--- src/rtl/fpu_pkg.sv ---
`default_nettype none
// ============================================================================
//  fpu_pkg : shared FPU constants, state encodings, operand fields, helpers
//  Revision: 1.0
// ============================================================================
package fpu_pkg;

    localparam int FP_WIDTH = 32;
    localparam int EXP_W    = 8;
    localparam int FRAC_W   = 23;
    localparam int GRS_W    = 3;
    localparam int MANT_W   = 1 + FRAC_W + GRS_W;
    localparam int EXP_BIAS = 127;
    localparam int SHAMT_W  = 5;

    localparam logic [1:0] ST_IDLE    = 2'd0;
    localparam logic [1:0] ST_COMPARE = 2'd1;
    localparam logic [1:0] ST_SHIFT   = 2'd2;
    localparam logic [1:0] ST_DONE    = 2'd3;

    typedef logic [1:0] state_t;

    typedef struct packed {
        logic              sign;
        logic [EXP_W-1:0]  expn;
        logic [FRAC_W-1:0] frac;
    } fp32_t;

    // {hidden, frac, G, R, S} with GRS cleared; denormals get hidden = 0
    function automatic logic [MANT_W-1:0] fp_mant(input fp32_t x);
        return {(x.expn != '0), x.frac, {GRS_W{1'b0}}};
    endfunction

    function automatic logic [EXP_W-1:0] fp_eff_exp(input fp32_t x);
        return (x.expn == '0) ? 8'd1 : x.expn;
    endfunction

endpackage
`default_nettype wire

--- src/rtl/align_shifter.sv ---
`default_nettype none
// ============================================================================
//  align_shifter : right shifter with sticky for the smaller mantissa.
//  ALIGN_FAST_SHIFT_EN selects a one-cycle barrel shift, else 1 bit/cycle.
//  Revision: 1.0
// ============================================================================
module align_shifter
    import fpu_pkg::*;
(
    input  logic               clk,
    input  logic               rst_n,
    input  logic               load_i,
    input  logic               step_i,
    input  logic [MANT_W-1:0]  mant_i,
    input  logic [SHAMT_W-1:0] shamt_i,
    output logic [MANT_W-1:0]  mant_o,
    output logic               last_o
);

    logic [MANT_W-1:0]  mant_q, mant_d;
    logic [SHAMT_W-1:0] cnt_q, cnt_d;

`ifdef ALIGN_FAST_SHIFT_EN
    logic [MANT_W:0]   w_low_mask;
    logic [MANT_W-1:0] w_shifted;
    logic              w_sticky;

    // Bits [cnt:0] all collapse into the sticky position
    assign w_low_mask = ({{MANT_W{1'b0}}, 1'b1} << (cnt_q + 5'd1)) - {{MANT_W{1'b0}}, 1'b1};
    assign w_shifted  = mant_q >> cnt_q;
    assign w_sticky   = |({1'b0, mant_q} & w_low_mask);
    assign last_o     = 1'b1;

    always_comb begin
        mant_d = mant_q;
        cnt_d  = cnt_q;
        if (load_i) begin
            mant_d = mant_i;
            cnt_d  = shamt_i;
        end else if (step_i) begin
            mant_d = (w_shifted & ~{{(MANT_W-1){1'b0}}, 1'b1})
                   | {{(MANT_W-1){1'b0}}, w_sticky};
            cnt_d  = '0;
        end
    end
`else
    assign last_o = (cnt_q == 5'd1);

    always_comb begin
        mant_d = mant_q;
        cnt_d  = cnt_q;
        if (load_i) begin
            mant_d = mant_i;
            cnt_d  = shamt_i;
        end else if (step_i && (cnt_q != '0)) begin
            mant_d = {1'b0, mant_q[MANT_W-1:2], mant_q[1] | mant_q[0]};
            cnt_d  = cnt_q - 5'd1;
        end
    end
`endif

    always_ff @(posedge clk or negedge rst_n) begin
        if (!rst_n) begin
            mant_q <= '0;
            cnt_q  <= '0;
        end else begin
            mant_q <= mant_d;
            cnt_q  <= cnt_d;
        end
    end

    assign mant_o = mant_q;

endmodule
`default_nettype wire

--- src/rtl/operand_aligner.sv ---
`default_nettype none
// ============================================================================
//  operand_aligner : orders two IEEE-754 singles by magnitude and aligns the
//  smaller mantissa to the larger exponent. Option: ALIGN_FAST_SHIFT_EN.
//  Revision: 1.0
// ============================================================================
module operand_aligner
    import fpu_pkg::*;
#(
    parameter int WIDTH = 32
)
(
    input  logic              clk,
    input  logic              rst_n,
    input  logic [WIDTH-1:0]  a_i,
    input  logic [WIDTH-1:0]  b_i,
    input  logic              op_i,
    input  logic              in_valid_i,
    output logic              in_ready_o,
    output logic [MANT_W-1:0] ma_mant_o,
    output logic [MANT_W-1:0] mb_mant_o,
    output logic [EXP_W-1:0]  exp_big_o,
    output logic              ma_sign_o,
    output logic              mb_sign_o,
    output logic              op_out_o,
    output logic              swapped_o,
    output logic              out_valid_o,
    input  logic              out_ready_i
);

    state_t            state_q, state_d;
    fp32_t             a_q, b_q;
    logic              opin_q;
    logic [MANT_W-1:0] ma_mant_q;
    logic [EXP_W-1:0]  exp_big_q;
    logic              ma_sign_q, mb_sign_q, op_out_q, swapped_q;

    logic               w_swap, w_far, w_last;
    fp32_t              w_big, w_small;
    logic [EXP_W-1:0]   w_exp_big, w_diff;
    logic [MANT_W-1:0]  w_small_mant, w_load_mant;
    logic [SHAMT_W-1:0] w_shamt;
    logic               w_b_sign_eff;

    // Raw exponent/fraction ordering is the true magnitude order, denormals included
    assign w_swap       = (b_q.expn > a_q.expn) ||
                          ((b_q.expn == a_q.expn) && (b_q.frac > a_q.frac));
    assign w_big        = w_swap ? b_q : a_q;
    assign w_small      = w_swap ? a_q : b_q;
    assign w_b_sign_eff = b_q.sign ^ opin_q;
    assign w_exp_big    = fp_eff_exp(w_big);
    assign w_diff       = w_exp_big - fp_eff_exp(w_small);
    assign w_small_mant = fp_mant(w_small);
    assign w_far        = (w_diff >= 8'(MANT_W));
    assign w_load_mant  = w_far ? {{(MANT_W-1){1'b0}}, |w_small_mant} : w_small_mant;
    assign w_shamt      = w_far ? '0 : w_diff[SHAMT_W-1:0];

    align_shifter u_shifter (
        .clk     (clk),
        .rst_n   (rst_n),
        .load_i  (state_q == ST_COMPARE),
        .step_i  (state_q == ST_SHIFT),
        .mant_i  (w_load_mant),
        .shamt_i (w_shamt),
        .mant_o  (mb_mant_o),
        .last_o  (w_last)
    );

    always_comb begin
        state_d = state_q;
        case (state_q)
            ST_IDLE:    if (in_valid_i) state_d = ST_COMPARE;
            ST_COMPARE: state_d = ((w_diff == '0) || w_far) ? ST_DONE : ST_SHIFT;
            ST_SHIFT:   if (w_last) state_d = ST_DONE;
            ST_DONE:    if (out_ready_i) state_d = ST_IDLE;
            default:    state_d = ST_IDLE;
        endcase
    end

    always_ff @(posedge clk or negedge rst_n) begin
        if (!rst_n) begin
            state_q   <= ST_IDLE;
            a_q       <= '0;
            b_q       <= '0;
            opin_q    <= 1'b0;
            ma_mant_q <= '0;
            exp_big_q <= '0;
            ma_sign_q <= 1'b0;
            mb_sign_q <= 1'b0;
            op_out_q  <= 1'b0;
            swapped_q <= 1'b0;
        end else begin
            state_q <= state_d;
            if ((state_q == ST_IDLE) && in_valid_i) begin
                a_q    <= a_i;
                b_q    <= b_i;
                opin_q <= op_i;
            end
            if (state_q == ST_COMPARE) begin
                ma_mant_q <= fp_mant(w_big);
                exp_big_q <= w_exp_big;
                ma_sign_q <= w_swap ? w_b_sign_eff : a_q.sign;
                mb_sign_q <= w_swap ? a_q.sign : w_b_sign_eff;
                op_out_q  <= opin_q;
                swapped_q <= w_swap;
            end
        end
    end

    assign in_ready_o  = (state_q == ST_IDLE);
    assign out_valid_o = (state_q == ST_DONE);
    assign ma_mant_o   = ma_mant_q;
    assign exp_big_o   = exp_big_q;
    assign ma_sign_o   = ma_sign_q;
    assign mb_sign_o   = mb_sign_q;
    assign op_out_o    = op_out_q;
    assign swapped_o   = swapped_q;

endmodule
`default_nettype wire

--- config.mk ---
export PLATFORM = sky130hd
export DESIGN_NAME = operand_aligner
export DESIGN_NICKNAME = d
export VERILOG_FILES = /design/src/rtl/fpu_pkg.sv /design/src/rtl/align_shifter.sv /design/src/rtl/operand_aligner.sv
export SDC_FILE = /design/constraint.sdc
export NUM_CORES = 1
export LEC_CHECK = 0
export CAP_MARGIN = 5
export CORE_ASPECT_RATIO = 1.25
export CORE_MARGIN = 5
export CORE_UTILIZATION = 30
export CTS_CLUSTER_SIZE = 8
export DETAILED_ROUTE_END_ITERATION = 10
export PLACE_DENSITY_LB_ADDON = 0.12
export SYNTH_ARGS = -nofsm -noshare
export SYNTH_HDL_FRONTEND = slang
export SYNTH_HIERARCHICAL = 1
export SYNTH_SLANG_ARGS = --single-unit
export TNS_END_PERCENT = 30
--- constraint.sdc ---
create_clock -name clk -period 8.2 [get_ports clk]
set_clock_uncertainty 0.15 [all_clocks]
set_input_delay 1.64 -clock clk [delete_from_list [all_inputs] [get_ports clk]]
set_output_delay 1.64 -clock clk [all_outputs]
set_load 0.05 [all_outputs]
-- Yosys cells after proc, flatten, opt, wreduce, memory -nomap -nowiden
Index checks and enable logic that the tools add are counted.
- add/sub/neg operators: 2
- equal/unequal tests: 8
- muxes and demuxes: 17
- bitwise gates (word level): 2
- magnitude comparators: 3
- reduce and logical (&&, ||, !) cells: 15
- operator list (kind ; count):
    $mux 27 ; 3
    $mux 31 ; 2
    $logic_not 8->1 ; 3
    $reduce_or 24->1 ; 1
    $gt 23x23->1 ; 1
    $mux 8 ; 2
    $reduce_bool 8->1 ; 2
    $mux 5 ; 3
    $eq 8x8->1 ; 1
    $ge 8x5->1 const B ; 1
    $gt 8x8->1 ; 1
    $pmux 2 s4 ; 1
    $sub 8x8->8 ; 1
    $mux 2 ; 3
    $eq 5x1->1 const B ; 1
    $reduce_bool 5->1 ; 1
    $sub 5x1->5 const B ; 1
    $eq 2x2->1 const B ; 2
    $ne 2x2->1 const B ; 2
    $logic_and 1x1->1 ; 3
    $mux 1 ; 3
    $reduce_and 3->1 ; 1
    $eq 2x1->1 const B ; 1
    $logic_not 2->1 ; 1
    5 further kinds ; 6
- register bits after elaboration: 135
- input bits: 69

-- Depth between registers and ports, before layout
- depth after elaboration: 11
- gate-level depth with buffers: 20
- mapped depth without buffers: 18

-- Modules after synthesis
Netlist, hierarchy kept.
- by module, submodules not included (module ; times used ; area an instance (µm²) ; cells each):
    operand_aligner ; 1 ; 6213.5 ; 662
    align_shifter ; 1 ; 1641.6 ; 162

-- Least setup slack after synthesis
OpenSTA, ideal clock, no wires.
- kind: reg2reg
- start: register a_q[30] (netlist name)
- end: register u_shifter.cnt_q[3]
- clock period less this slack: 4491 ps
- stages on the path, launching flop included: 20
- setup time: 126 ps
- arrival: 4215 ps
- setup slack: 3709 ps
- data required time: 7924 ps
- cell sequence: dfrtp_1 > inv_1 > ha_1 > nand4_1 > or3_1 > a221oi_2 > and4_1 > buf_4 > nor2_2 > mux2_2 > ha_1 > fa_1 > nand2b_1 > a21oi_1 > xnor2_1 > or3b_1 > nand4_1 > buf_2 > nor2_1 > a221o_1
- cells in the longest elaborated chain, start to end: 10
- elaborated cells on any way between the ends: 14
- those cells by class: add/sub: 1; order compare: 2; eq/ne: 1; mux: 6; reduce/logical: 4
- RTL lines (item ; line ; source):
    from (decl) ; operand_aligner.sv:32 ; fp32_t a_q, b_q;
    from (signal assigned) ; operand_aligner.sv:95 ; a_q <= a_i;
    branches (longest 6 deep; another with $gt 8x8->1) ; - ;
    $sub 8x8->8 (*) ; operand_aligner.sv:52 ; assign w_diff = w_exp_big - fp_eff_exp(w_small);
    $ge 8x5->1 ; operand_aligner.sv:54 ; assign w_far = (w_diff >= 8'(MANT_W));
    $mux 5 (*) ; operand_aligner.sv:56 ; assign w_shamt = w_far ? '0 : w_diff[SHAMT_W-1:0];
    net w_shamt[3] ; operand_aligner.sv:42 ; logic [SHAMT_W-1:0] w_shamt;
    $mux 5 (*) ; align_shifter.sv:52 ; if (load_i) begin
    to (signal assigned) ; align_shifter.sv:68 ; cnt_q <= cnt_d;
    to (decl) ; align_shifter.sv:21 ; logic [SHAMT_W-1:0] cnt_q, cnt_d;
Mark *: on every way through the listed nets, which the timed path passes.
A chain may end at the register's enable or synchronous reset.

-- Final worst setup path
Ends and elaborated chain as after synthesis.

==> results.toml <==
[outcome]
status = "finished clean"

[clocking]
clockBufferDepth = 2
cts_hold_buffers = 0
clockRootBuffer = "clkbuf_16"
cts_buffers = 17
cts.repair.resized = 0
tritoncts = "built"
cts.sinks = 135
clock_latency_ps = 430
clk_pin_slew_worst_paths_ps = 60
h-tree-depth = 4
post-cts-setup-buffers = 0

[timing]
tightest_slew_ps = 1050
min_period_ps = 5440
fmax_mhz = 184
timing.slew.headroom_pct = 30.0
setup_viol = 0
setup_tns_ps = 0
final_hold_viol_count = 0
holdWs_ps = 372
slew_violations = 0
min_period_over_period_pct = 66.4
grt_setup_unrepaired = "no"

[routing]
drtIter0Drc = 451
dr.pass1.iters = 5
drc_errors = 0
ant_nets = 0
vias = 6889
wirelength_mm = 26.7
wire_per_inst_um = 20.9
vias_per_cell = 5.39

[worst_setup_path]
critPathRequiredTime_ps = 8360
path_buf_inv = 2
cp_max_fo = 31
cp-end-kind = "flop"
path_cells = "inv_1 > ha_1 > nand4_1 > or3_1 > a221oi_2 > and4_2 > nor2_2 > mux2_2 > ha_1 > fa_1 > nand2b_1 > a21oi_1 > xnor2_1 > or3b_1 > nand4_1 > buf_4 > nor2_1 > a221o_1"
cpMaxStageDelayCell = "and4_2"
worstSetupStartpointType = "flop"
crit_arrival_ps = 5610
critical_path.top_delay_family = "simple AND/OR/NAND/NOR gates"
cp_slowest_stage_delay_ps = 720
path_class = "reg -> reg"

[cells_and_area]
fillCellCount = 2683
n_antenna_cell = 0
area_delta_synth_final_pct = 27.2
utilization_pct = 38.5
num-nets-final = 1041
drive_gt1_share_pct = 13.1

[floorplanning]
start_util_pct = 30.3
placementRows = 66
fp.dieW_um = 155
die_h_um = 191
core_region_area_um2 = 25900
num_io_pins = 137
die-area_um2 = 29500

[yosys]
ys_ff_latch = 135
synthTopCellsByCount = "135 x dfrtp_1, 85 x o21ai_0, 72 x a21oi_1, 68 x mux2_2, 58 x a31oi_1"
yosysSeqAreaShare_pct = 43.0
synth_top_area_share_pct = 43.0
synth-edff-count = 0
synth.distinct_cells = 61
netlist_area_um2 = 7860
ys_async_sr_fraction_pct = 100
synth.avg_cell_area_um2 = 9.53
yosys.area.top_type = "dfrtp_1"
synth_top_cells_by_area = "dfrtp_1 43%, mux2_2 9.7%, ha_1 7.0%"
ys.flop_type = "dfrtp_1"
synthCells = 824
synth.most_common_cell = "dfrtp_1"
yosysWarnings = 6

[grt]
antenna_found_initial = 0
grt_usage_pct = 18.2
grt_first_pass_wirelength_mm = 41.8
grt_pass1_vias = 7090
globalRouteOverflowTotal = 0
grt_max_degree = 84

[placement]
dpl.hpwl_mm = 18.3
gp_congestion = 0.798
io_buffers = 133

[worst_hold_path]
hold_path_class = "reg -> reg"

[flow_run]
maxCapViolations = 0
-- cells in the final DEF (no fill, tap or decap), drive strengths merged, types with 19 or more instances in the layout --
cell type,n
mux2,68
a31oi,58
clkdlybuf4s50,132
o21ai,99
ha,44
nand2,27
a2bb2oi,26
nand3,35
inv,45
clkbuf,19
dfrtp,135
nor2,55
a21oi,72
-- metal layers --
layer / routed length [um] / vias to the layer above / share of wire, % / track usage [%]
met3: 813 / 26 / 3.0 / 2.63
met5: 0 / - / 0 / 0
met4: 448 / 0 / 1.7 / 5.23
met1: 11200 / 3444 / 42 / 22.2
met2: 14200 / 172 / 53 / 33.1
li1: - / 3247 / - / -
-- cell type report --
| type | count | area (um2) | area share [%] |
|---|---|---|---|
| flip-flops and latches | 135 | 3380 | 33.8 |
| clock inverters | 12 | 154 | 1.54 |
| inverters | 46 | 173 | 1.73 |
| clock buffers | 19 | 443 | 4.43 |
| multi-input cells | 583 | 4000 | 40.1 |
| well taps | 340 | 425 | 4.26 |
| repair buffers | 144 | 1420 | 14.2 |
-- state kept, by name, summed over array words and instances, names as in the netlist --
| name | flops |
|---|---|
| a_q | 32 |
| b_q | 32 |
| exp_big_o | 8 |
| ma_mant_o | 24 |
| ma_sign_o | 1 |
| mb_sign_o | 1 |
| op_out_o | 1 |
| opin_q | 1 |
| state_q | 2 |
| swapped_o | 1 |
| u_shifter/cnt_q | 5 |
| u_shifter/mant_o | 27 |
-- through the flow --
step	instances	setup slack [ps]	cell area [um2]
3_3_place_gp	1248	2890	9400
3_5_place_dp	1248	2760	9400
4_1_cts	1279	2700	9990
2_1_floorplan	828	3710	7870
5_1_grt	1279	2420	9990
6_report	1279	2760	9990
-- cell families (layout without fill, tap and decap cells) --
logic type | after synthesis | after routing | synth area share (%)
multiplexers | 69 | 69 | 9.88
adder cells (fa/ha/maj) | 45 | 45 | 7.26
AO/OA/AOI/OAI | 282 | 282 | 21.6
XOR/XNOR | 6 | 6 | 0.669
other | 1 | 5 | 0.0477
buffers and inverters | 110 | 221 | 6.34
flip-flops | 135 | 135 | 43.0
AND/OR/NAND/NOR | 176 | 176 | 11.2
-- worst paths after layout --
| path | start | to | slack [ps] | cells past startpoint |
|---|---|---|---|---|
| max | a_q[30] | u_shifter/cnt_q[3] | 2760 | 18 |
| min | op_out_o | op_out_o | 370 | 1 |
| max reg2reg | a_q[30] | u_shifter/cnt_q[3] | 2760 | 18 |
| min reg2reg | op_out_o | op_out_o | 370 | 1 |
| max in group asynchronous | rst_n | a_q[19] | 5500 | 2 |
| min in group asynchronous | rst_n | opin_q | 1120 | 1 |
Power is not shown: default switching activity piles up to over one toggle a cycle in this logic, so the estimate is an artifact.
